--- config.mk ---
export PLATFORM = sky130hd
export DESIGN_NAME = incdec_rr_arbiter
export DESIGN_NICKNAME = d
export VERILOG_FILES = /design/src/rtl/incdec_rr_arbiter.sv
export SDC_FILE = /design/constraint.sdc
export NUM_CORES = 1
export LEC_CHECK = 0
export ABC_AREA = 1
export BUFFER_PORTS_ARGS = -buffer_cell sky130_fd_sc_hd__buf_2
export CAP_MARGIN = 20
export CORE_MARGIN = 8
export CORE_UTILIZATION = 35
export DETAILED_ROUTE_END_ITERATION = 8
export GPL_ROUTABILITY_DRIVEN = 0
export MAX_ROUTING_LAYER = met4
export PLACE_DENSITY_LB_ADDON = 0.3
export SLEW_MARGIN = 5
export SYNTH_ARGS = -nofsm -noshare
export SYNTH_HDL_FRONTEND = slang
export SYNTH_SLANG_ARGS = --single-unit
--- constraint.sdc ---
create_clock -name clk -period 6.45 [get_ports clk]
set_input_delay 1.29 -clock clk [delete_from_list [all_inputs] [get_ports clk]]
set_output_delay 1.29 -clock clk [all_outputs]
set_load 0.02 [all_outputs]
--- src/rtl/incdec_rr_arbiter.sv ---
// Round-robin front end for a shared inc/pass/dec unit. It grants one requester
// per cycle and returns a registered result tagged with the requester index.
module incdec_rr_arbiter #(
  parameter int NUM_REQ = 4,
  parameter int WIDTH   = 8,
  parameter int ID_W    = 2
) (
  input  logic                     clk,
  input  logic                     rst_n,
  input  logic [NUM_REQ-1:0]       req_valid,
  input  logic [NUM_REQ*WIDTH-1:0] req_number,
  input  logic [NUM_REQ*2-1:0]     req_select,
  output logic [NUM_REQ-1:0]       req_ready,
  output logic                     rsp_valid,
  input  logic                     rsp_ready,
  output logic [ID_W-1:0]          rsp_id,
  output logic [WIDTH-1:0]         rsp_result
);
  localparam logic [0:0] IDLE = 1'b0;
  localparam logic [0:0] RESP = 1'b1;

  logic [NUM_REQ-1:0][WIDTH-1:0] num;
  logic [NUM_REQ-1:0][1:0]       sel;
  logic [0:0]                    state_q, state_d;
  logic [ID_W-1:0]               ptr_q, ptr_d;
  logic [ID_W-1:0]               id_q, id_d;
  logic [WIDTH-1:0]              res_q, res_d;
  logic [ID_W-1:0]               gnt_idx, cand;
  logic                          gnt_found, can_accept, accept;
  logic [WIDTH-1:0]              op_res;

  assign num = req_number;
  assign sel = req_select;

  // First valid requester at or after ptr, wrapping modulo NUM_REQ.
  always_comb begin
    gnt_found = 1'b0;
    gnt_idx   = '0;
    cand      = '0;
    for (int k = 0; k < NUM_REQ; k++) begin
      cand = ID_W'((int'(ptr_q) + k) % NUM_REQ);
      if (!gnt_found && req_valid[cand]) begin
        gnt_found = 1'b1;
        gnt_idx   = cand;
      end
    end
  end

  assign can_accept = (state_q == IDLE) || rsp_ready;
  assign accept     = gnt_found && can_accept && rst_n;
  assign req_ready  = accept ? (NUM_REQ'(1) << gnt_idx) : '0;

  // res_q doubles as last_result: both load the same value on every accept.
  always_comb begin
    case (sel[gnt_idx])
      2'b00:   op_res = num[gnt_idx] + WIDTH'(1);
      2'b01:   op_res = num[gnt_idx];
      2'b10:   op_res = num[gnt_idx] - WIDTH'(1);
      default: op_res = res_q;
    endcase
  end

  always_comb begin
    state_d = state_q;
    ptr_d   = ptr_q;
    id_d    = id_q;
    res_d   = res_q;
    if (accept) begin
      state_d = RESP;
      id_d    = gnt_idx;
      res_d   = op_res;
      ptr_d   = (gnt_idx == ID_W'(NUM_REQ - 1)) ? '0 : gnt_idx + ID_W'(1);
    end else if (rsp_ready) begin
      state_d = IDLE;
    end
  end

  always_ff @(posedge clk or negedge rst_n) begin
    if (!rst_n) begin
      state_q <= IDLE;
      ptr_q   <= '0;
      id_q    <= '0;
      res_q   <= '0;
    end else begin
      state_q <= state_d;
      ptr_q   <= ptr_d;
      id_q    <= id_d;
      res_q   <= res_d;
    end
  end

  assign rsp_valid  = (state_q == RESP);
  assign rsp_id     = id_q;
  assign rsp_result = res_q;
endmodule

==> results of run 1 <==
## registers in the layout (all words and copies together) (netlist names)
signal,count
ptr_q,2
rsp_id,2
rsp_result,8
rsp_valid,1
## metrics by stage
| stage | instance area, um2 | hold WS, ns |
|---|---|---|
| global placement | 2240 | 0.463 |
| detailed placement | 2240 | 0.460 |
| floorplan | 1920 | 0.589 |
| CTS | 2290 | 0.475 |
| global route | 2290 | 0.502 |
| finish | 2290 | 0.471 |
## final timing paths
kind,start,slack [ns],cells after the start,endpoint
max in group asynchronous,rst_n,5.29,1,rsp_result[4]
max reg2reg,ptr_q[0],2.74,21,rsp_result[6]
min reg2reg,rsp_result[6],0.47,2,rsp_result[6]
min in group asynchronous,rst_n,0.93,1,rsp_valid
max,req_valid[3],2.05,14,req_ready[3]
min,rsp_result[6],0.47,2,rsp_result[6]
## logic make-up after synthesis
family,after synthesis
buffers and inverters,74
AO/OA/AOI/OAI,30
XOR/XNOR,3
AND/OR/NAND/NOR,187
adder cells (fa/ha/maj),7
flip-flops,13
## synth_stat cells (2+ instances only)
cell type / count / area [um2]
inv_2: 9 / 33.8
nand2_4: 7 / 78.8
nand4_1: 11 / 68.8
nand3_1: 26 / 130
dfrtp_1: 13 / 325
nand2_2: 16 / 100
buf_4: 3 / 22.5
nand2_1: 93 / 349
xor2_1: 2 / 17.5
nand3_2: 11 / 110
ha_1: 7 / 87.6
nand3_4: 2 / 35.0
nor2_1: 16 / 60.1
buf_6: 3 / 33.8
inv_4: 2 / 12.5
o21ai_0: 10 / 50.1
or2_2: 2 / 12.5
o21ai_1: 5 / 25.0
a21oi_1: 9 / 45.0
a21oi_2: 2 / 17.5
buf_2: 2 / 10.0
inv_1: 54 / 203
## worst max-delay path, cell delays in order
cell and delay [ns]:
buf_2 0.10, inv_1 0.07, nand2_2 0.06, nand3_2 0.10, nand2_2 0.11, inv_2 0.08
nand2_1 0.06, nand2_2 0.21, nand3_4 0.29, inv_4 0.22, ha_1 0.16, inv_1 0.04
nor2_1 0.10, buf_2 0.19
## metal layers
metal	vias to the layer above	wire length [um]
met5	-	0
met4	0	48
met3	5	281
met2	66	2110
met1	900	2810
li1	1090	-
## layout make-up
type,instances,share of cell area
Multi-Input combinational cell,227,0.557
Sequential cell,13,0.142
Timing Repair Buffer,61,0.133
Inverter,65,0.109
Tap cell,72,0.0394
Clock buffer,4,0.0197
==> metrics.txt, run 1 <==
status=finished clean; GR Layer Usage met2=0.194; Synth Area in Simple Gates=0.509; drt initial violations=101; Mapped Cells=314; ant diodes=0; worst path required time=roughly 5.2 ns; Initial Util=0.355; Post-DRT Antenna Nets=0; fraction of the mapped netlist area in adder cells=0.0457; detailed placement HPWL=4.34 mm; Core Util, Final=0.423; fmax=227 MHz; compound-cell area share of the yosys netlist=0.0952; Avg Inst Size Synth=between 6 and 7 um2; commonest non-fill, non-tap cell in the layout=nand2_1; Synth Area in XOR/XNOR=0.0137; Yosys warning count=0; Worst Path Arrival=~3.1 ns; CP max FO=25; detailed-route DRC error count=0; Final Skew=approximately 0.0015 ns; Max-cap violations=0; Setup Buffers After CTS=0; worst hold path class=flip-flop to flip-flop; share of layout cells above drive strength 1=0.319; filler instances=589; Sink Count=13; I/O Buffers=61; final non-filler cell total=442; max_slew headroom=0.656; via count=2061; setup slack after layout=2.05 ns; critical path type=input port to output port; CTS tree=yes; Worst Setup End Kind=output port; GR Util met3=0.0183; Die Y-Extent=between 90 and 100 um; Post-CTS Hold Fix Bufs=0; cts bufs inserted=3; M1 GR Usage=0.190; most frequent cells in the layout=nand2_1, buf_2, inv_1, nand3_1; CTS resizes=0; Post-synth EDFFs=0; H-tree Lvls=1; Startpoint Class=input port; Area growth syn-to-layout=19.3%; global route overflow=0; RSZ-0062 raised after global routing=false; Max clock buf depth=2; Yosys reg bits=13; first-pass GRT wire length=around 9 mm; iteration count of the initial detailed-routing pass=4; gr usage total=0.134; grt peak-use layer=met2; initial antenna violation count=0; Post-synth top flop=dfrtp_1; Die ar.=8110 um2; CTS clk-pin slew, worst paths=around 0.050 ns; Worst-Margin Slew=roughly 0.5 ns; final setup vio count=0; Via density=4.66; io pins=62; number of global-route vias before repair=between 2000 and 2500; Setup WS pre-CTS=just over 2 ns; core outline area=5410 um2; Synth cell types=31; setup TNS=0 ns; root buf cell=clkbuf_8; register area=325 um2; fin nets=roughly 430; largest net degree at the start of global routing=26; Final min period=~4.4 ns; area of the multi-input gates=1270 um2; fin crit share=0.682; Worst-Skew Late Latency=about 0.24 ns; main combinational cell family by area after synthesis=simple AND/OR/NAND/NOR gates; Fin. Hold Viols=0; Slew Viols, Final=0; Die X-Extent=approximately 90 um; asr flop ratio synth=1.00; Routed WL=~5.2 mm; Avg WL per Cell=11.9 um; multiplexer area fraction after synthesis=0; Syn Nets=~370; Post-Syn Area=1920 um2; sequential area share after synthesis=0.170; FP Rows=27; cell count after placement=roughly 440
Power of run 1 is not shown: default switching activity piles up to over one toggle a cycle in this logic, so the estimate is an artifact.
==> run 2: changes to the inputs <==
Settings changed: ABC_AREA 1 to 0.
Clock period 6.45 ns to 4.1 ns, I/O delays scaled along.
==> run 2 against run 1 <==
Net effect:
- final cell count decreased by 33%
- hold slack worse by 0.010 ns
- register-to-register slack got worse by 2.0 ns
- flip-flop and latch count did not move
- setup slack got worse by 1.5 ns
- clock skew rose by 0.0031 ns
- critical path type is now input port to flip-flop
- die area shrank 15%
- sequential share of layout area increased by 2.2 points
- cell area down 14%
- area after synthesis is 18% lower
==> metrics.txt, run 2 <==
Area contributors post-synth=dfrtp_1, mux2i_1, ha_1, a21oi_1, nand2_1; Startpoint Class=input port; Core Util, Final=0.454 (+0.0306); area of placed instances=1930 um2 (-14%); area of the multi-input gates=1170 um2 (-8.3%); Synth top area share=0.206 (+0.0239); CTS resizes=0 (unchanged); Max-cap violations=0 (unchanged); Setup WS pre-CTS=0.287 ns (-1.76 ns); Fin. Hold Viols=0 (unchanged); Worst-Margin Slew=0.577 ns (+0.0620 ns); root buf cell=clkbuf_8; Die X-Extent=83.2 um (-7.6%); Die ar.=6920 um2 (-15%); max_slew headroom=0.611 (-0.0444); Post-synth top flop=dfrtp_1; worst hold path class=input port to asynchronous set/reset pin; Yosys reg bits=13 (unchanged); global route overflow=0 (unchanged); Post-CTS Hold Fix Bufs=0 (unchanged); final non-filler cell total=298 (-33%); crit path from=req_valid[1]; critical path type=input port to flip-flop; Synth cell types=58 (+87%); ant diodes=0 (unchanged); power per cell area=627 nW/um2; detailed-route DRC error count=0 (unchanged); setup TNS=0 ns (unchanged); Area growth syn-to-layout=25.1%; Mapped Cells=184 (-41%); CTS clk-pin slew, worst paths=0.06 ns (about the same); Final min period=approximately 3.6 ns; Worst Setup End Kind=flip-flop; Avg Inst Size Synth=8.59 um2 (+41%); CTS tree=yes; fin nets=301 (-29%); net switching power=between 600 and 700 uW; Worst-Skew Late Latency=0.24 ns (about the same); switching part of the total=0.494; R2R setup slack=0.77 ns (-1.97 ns); detailed placement HPWL=3.62 mm (-17%); Sink Count=13 (unchanged); asr flop ratio synth=1.00 (unchanged); share of layout cells above drive strength 1=0.366 (+0.0469); status=finished clean; Tot Pwr=roughly 1.2 mW; Seq pwr share=0.175; crit path capture=rsp_result[5]; Post-synth EDFFs=0 (unchanged); Post-Syn Area=1580 um2 (-18%); Final Skew=0.00461 ns (+0.00307 ns); sequential area share after synthesis=0.206 (+0.0363); filler instances=442 (-25%); P_int=around 630 uW; Syn Nets=238 (-35%); Routed WL=4.45 mm (-15%); core outline area=4350 um2 (-19%); gr usage total=0.129 (-0.00502); Via density=5.49 (+18%); most frequent cells in the layout=buf_2, mux2i_1, nand2_1, a21oi_1, dfrtp_1; Max clock buf depth=2 (unchanged); met1 WL=1.91 mm (-32%); r2r endpoint=rsp_result[5]; FP Rows=24 (-11%); CP max FO=9 (-64%); number of global-route vias before repair=1544 (-25%); DR top layer=met4; met3 wire length=367 um (+31%); cell taking the most area after synthesis=dfrtp_1; cts bufs inserted=3 (unchanged); Final Cell Area=1980 um2 (-14%); Worst Path Arrival=3.75 ns (+0.64 ns); DR WL met2=2.15 mm (+1.8%); clock power share=0.093; H-tree Lvls=1 (unchanged); commonest non-fill, non-tap cell in the layout=buf_2; Setup Buffers After CTS=0 (unchanged); fmax=between 200 and 300 MHz; Hold WS=0.461 ns (-0.0101 ns); worst path required time=4.26 ns (-0.90 ns); Avg WL per Cell=14.9 um (+26%); drt initial violations=68 (-33%); Initial Util=0.363 (+0.00807); Combinational Power Share=0.732; R2R cell count=13 (-38%); LEAKAGE=slightly above 0.9 nW; iteration count of the initial detailed-routing pass=4 (unchanged); RSZ-0062 raised after global routing=false; Post-DRT Antenna Nets=0 (unchanged); worst r2r src=ptr_q[1]; count leader, synth=mux2i_1; max reg flops=8 (unchanged); io pins=62 (unchanged); Die Y-Extent=83.2 um (-7.6%); register area=325 um2 (unchanged); fin crit share=0.876; largest net degree at the start of global routing=20 (-23%); Yosys warning count=0 (unchanged); final setup vio count=0 (unchanged); cell count after placement=294 (-33%); I/O Buffers=61 (unchanged); synth cell count leaders=mux2i_1, nand2_1, a21oi_1; peak supply drop=0.000162 V; via count=1636 (-21%); setup slack after layout=0.509 ns (-1.54 ns); initial antenna violation count=0 (unchanged); first-pass GRT wire length=7.52 mm (-19%); Slew Viols, Final=0 (unchanged)
==> run 2: how the worst min path moves through the flow <==
| stage | start | to | slack [ns] | cells past startpoint |
|---|---|---|---|---|
| floorplan | rst_n | ptr_q[0] | 0.52 | 0 |
| global placement | rsp_result[2] | rsp_result[2] | 0.46 | 2 |
| detailed placement | rsp_id[0] | rsp_id[0] | 0.47 | 2 |
| CTS | rst_n | rsp_valid | 0.47 | 1 |
| global route | rst_n | rsp_id[0] | 0.48 | 1 |
| finish | rst_n | rsp_id[0] | 0.46 | 1 |
==> run 2: logic make-up after synthesis <==
group,synth area share
multiplexers,0.200
XOR/XNOR,0.0166
flip-flops,0.206
AND/OR/NAND/NOR,0.204
adder cells (fa/ha/maj),0.0554
buffers and inverters,0.0546
AO/OA/AOI/OAI,0.263
==> run 2: worst max-delay path, stage by stage <==
cell	delay (ns)
buf_2	0.12
nor3b_1	0.21
a211oi_1	0.09
nor2_2	0.27
mux2i_1	0.36
mux2_4	0.27
nand2_2	0.10
inv_2	0.16
ha_1	0.34
and2_1	0.18
a221oi_1	0.35
mux2i_1	0.27
nand4_1	0.11
o211ai_1	0.09
==> run 2: power groups by stage <==
stage,clock [mW],sequential [mW],combinational (mW)
after global routing,0.126,0.227,0.996
after detailed placement,0,0.220,0.908
after floorplan,0,0.271,0.647
after CTS,0.118,0.218,0.908
after global placement,0,0.219,0.901
final,0.115,0.217,0.907
==> run 2: final cells by class <==
cell class	count	area share
Sequential cell	13	0.165
Timing Repair Buffer	67	0.177
Tap cell	52	0.0329
Multi-Input combinational cell	156	0.591
Clock buffer	4	0.0228
Inverter	6	0.0114
==> run 2: routing by layer <==
metal	global-route usage	vias up
met3	0.0508	5
li1	-	810
met1	0.154	761
met5	-	-
met2	0.209	60
met4	0.00958	0
Power figures use the tool's default switching activity.
==> run 3: changes to the inputs <==
Settings changed: BUFFER_PORTS_ARGS -buffer_cell sky130_fd_sc_hd__buf_2 to default, CORE_MARGIN 8 to default, DONT_BUFFER_PORTS from default to 1.
==> run 3 against run 2 <==
Net effect:
- combinational power decreased by 16%
- hold slack got worse by 0.19 ns
- sequential share of layout area increased by 3.0 points
- sequential power increased by 30%
- clock skew decreased by 0.0035 ns
- largest cell class unchanged
- highest routed layer unchanged
==> metrics.txt, run 3 (synthesis gave the netlist of run 2 again) <==
root buf cell=clkbuf_8; setup TNS=0 ns (unchanged); Area growth syn-to-layout=5.78%; Die ar.=4790 um2 (-31%); H-tree Lvls=1 (unchanged); LEAKAGE=0.679 nW (-27%); gr usage total=0.156 (+0.0270); detailed-route DRC error count=0 (unchanged); worst path required time=4.26 ns (about the same); net switching power=583 uW (-4.7%); P_int=578 uW (-8.0%); Fin. Hold Viols=0 (unchanged); worst r2r src=ptr_q[0]; Via density=5.91 (+7.7%); Seq pwr share=0.243 (+0.068); Post-CTS Hold Fix Bufs=0 (unchanged); CTS resizes=0 (unchanged); commonest non-fill, non-tap cell in the layout=mux2i_1; Initial Util=0.363 (unchanged); Max-cap violations=0 (unchanged); detailed placement HPWL=2.90 mm (-20%); switching part of the total=0.502 (+0.00862); share of layout cells above drive strength 1=0.157 (-0.209); R2R setup slack=0.82 ns (+0.05 ns); CTS tree=yes; CP max FO=12 (+3); Worst Setup End Kind=flip-flop; critical path type=input port to flip-flop; drt initial violations=80 (+18%); cts bufs inserted=3 (unchanged); Startpoint Class=input port; Final min period=3.42 ns (-0.172 ns); Final Skew=0.00109 ns (-0.00352 ns); Setup Buffers After CTS=0 (unchanged); Routed WL=3.71 mm (-17%); ant diodes=0 (unchanged); CTS clk-pin slew, worst paths=0.06 ns (about the same); core outline area=4350 um2 (unchanged); I/O Buffers=0 (-100%); fin nets=240 (-20%); FP Rows=24 (unchanged); initial antenna violation count=0 (unchanged); first-pass GRT wire length=5.93 mm (-21%); Post-DRT Antenna Nets=0 (unchanged); status=finished clean; Final Cell Area=1670 um2 (-15%); Max clock buf depth=2 (unchanged); fin crit share=0.834 (-0.0418); peak supply drop=0.000163 V (about the same); max_slew headroom=0.608 (-0.00348); fmax=292 MHz (+5.0%); Tot Pwr=1.16 mW (-6.4%); iteration count of the initial detailed-routing pass=4 (unchanged); cell count after placement=233 (-21%); RSZ-0062 raised after global routing=false; global route overflow=0 (unchanged); Avg WL per Cell=15.6 um (+4.8%); final setup vio count=0 (unchanged); power per cell area=694 nW/um2 (+11%); most frequent cells in the layout=mux2i_1, nand2_1, a21oi_1, dfrtp_1, o21ai_0; Worst-Margin Slew=0.580 ns (+0.00373 ns); number of global-route vias before repair=1254 (-19%); clock power share=0.098 (+0.005); Combinational Power Share=0.659 (-0.073); area of placed instances=1630 um2 (-16%); worst hold path class=input port to asynchronous set/reset pin; io pins=62 (unchanged); via count=1401 (-14%); Sink Count=13 (unchanged); final non-filler cell total=237 (-20%); max reg flops=8 (unchanged); Slew Viols, Final=0 (unchanged); largest net degree at the start of global routing=17 (-15%); Worst Path Arrival=3.58 ns (-0.17 ns); R2R cell count=14 (+1); Die X-Extent=69.2 um (-17%); Worst-Skew Late Latency=0.24 ns (about the same); r2r endpoint=rsp_result[5]; Die Y-Extent=69.2 um (-17%)
-- run 3: cell types whose count changed in the layout (fill, tap and decap cells not counted) --
cell | previous run | this run
buf_2 | 61 | 0
-- run 3: through the flow --
stage / utilization / hold WS, ns / worst slack (ns)
finish: 0.384 / 0.271 / 0.681
global route: 0.384 / 0.254 / 0.440
CTS: 0.384 / 0.264 / 0.655
detailed placement: 0.374 / 0.525 / 0.422
global placement: 0.374 / 0.525 / 0.454
floorplan: - / 0.524 / 0.596
-- run 3: how the worst max path moves through the flow --
stage	startpoint	to	slack, ns
2_1_floorplan	req_valid[1]	rsp_result[5]	0.60
3_3_place_gp	req_valid[3]	rsp_result[5]	0.45
3_5_place_dp	req_valid[3]	rsp_result[5]	0.42
4_1_cts	req_valid[3]	rsp_result[5]	0.65
5_1_grt	req_valid[3]	rsp_result[5]	0.44
6_report	req_valid[3]	rsp_result[5]	0.68
-- run 3: cell type report --
class                           count  area [um2]
Fill cell                         452        2680
Sequential cell                    13         325
Tap cell                           52        65.1
Multi-Input combinational cell    156        1170
Timing Repair Buffer                6        45.0
Inverter                            6        22.5
Clock buffer                        4        45.0
-- run 3: power by group through the flow --
stage | Sequential, mW | Clock (mW) | Combinational (mW)
floorplan | 0.271 | 0 | 0.647
global placement | 0.287 | 0 | 0.762
detailed placement | 0.286 | 0 | 0.764
CTS | 0.284 | 0.119 | 0.768
global route | 0.290 | 0.126 | 0.849
finish | 0.282 | 0.114 | 0.765
-- run 3: layer usage --
layer  up-vias  routed length, um  track usage
met5         -                  0            -
li1        692                  -            -
met3         4                183       0.0349
met2        44               1860        0.265
met1       661               1630        0.187
met4         0                 39       0.0385
-- run 3: worst max-delay path: stages --
cell and delay [ns]:
nand2b_1 0.12, a211oi_1 0.28, nor2_2 0.05, buf_4 0.19, mux2i_1 0.29, mux2_4 0.27, nand2_2 0.10, inv_2 0.16
ha_1 0.34, and2_1 0.18, a221oi_1 0.32, mux2i_1 0.26, nand4_1 0.11, o211ai_1 0.09
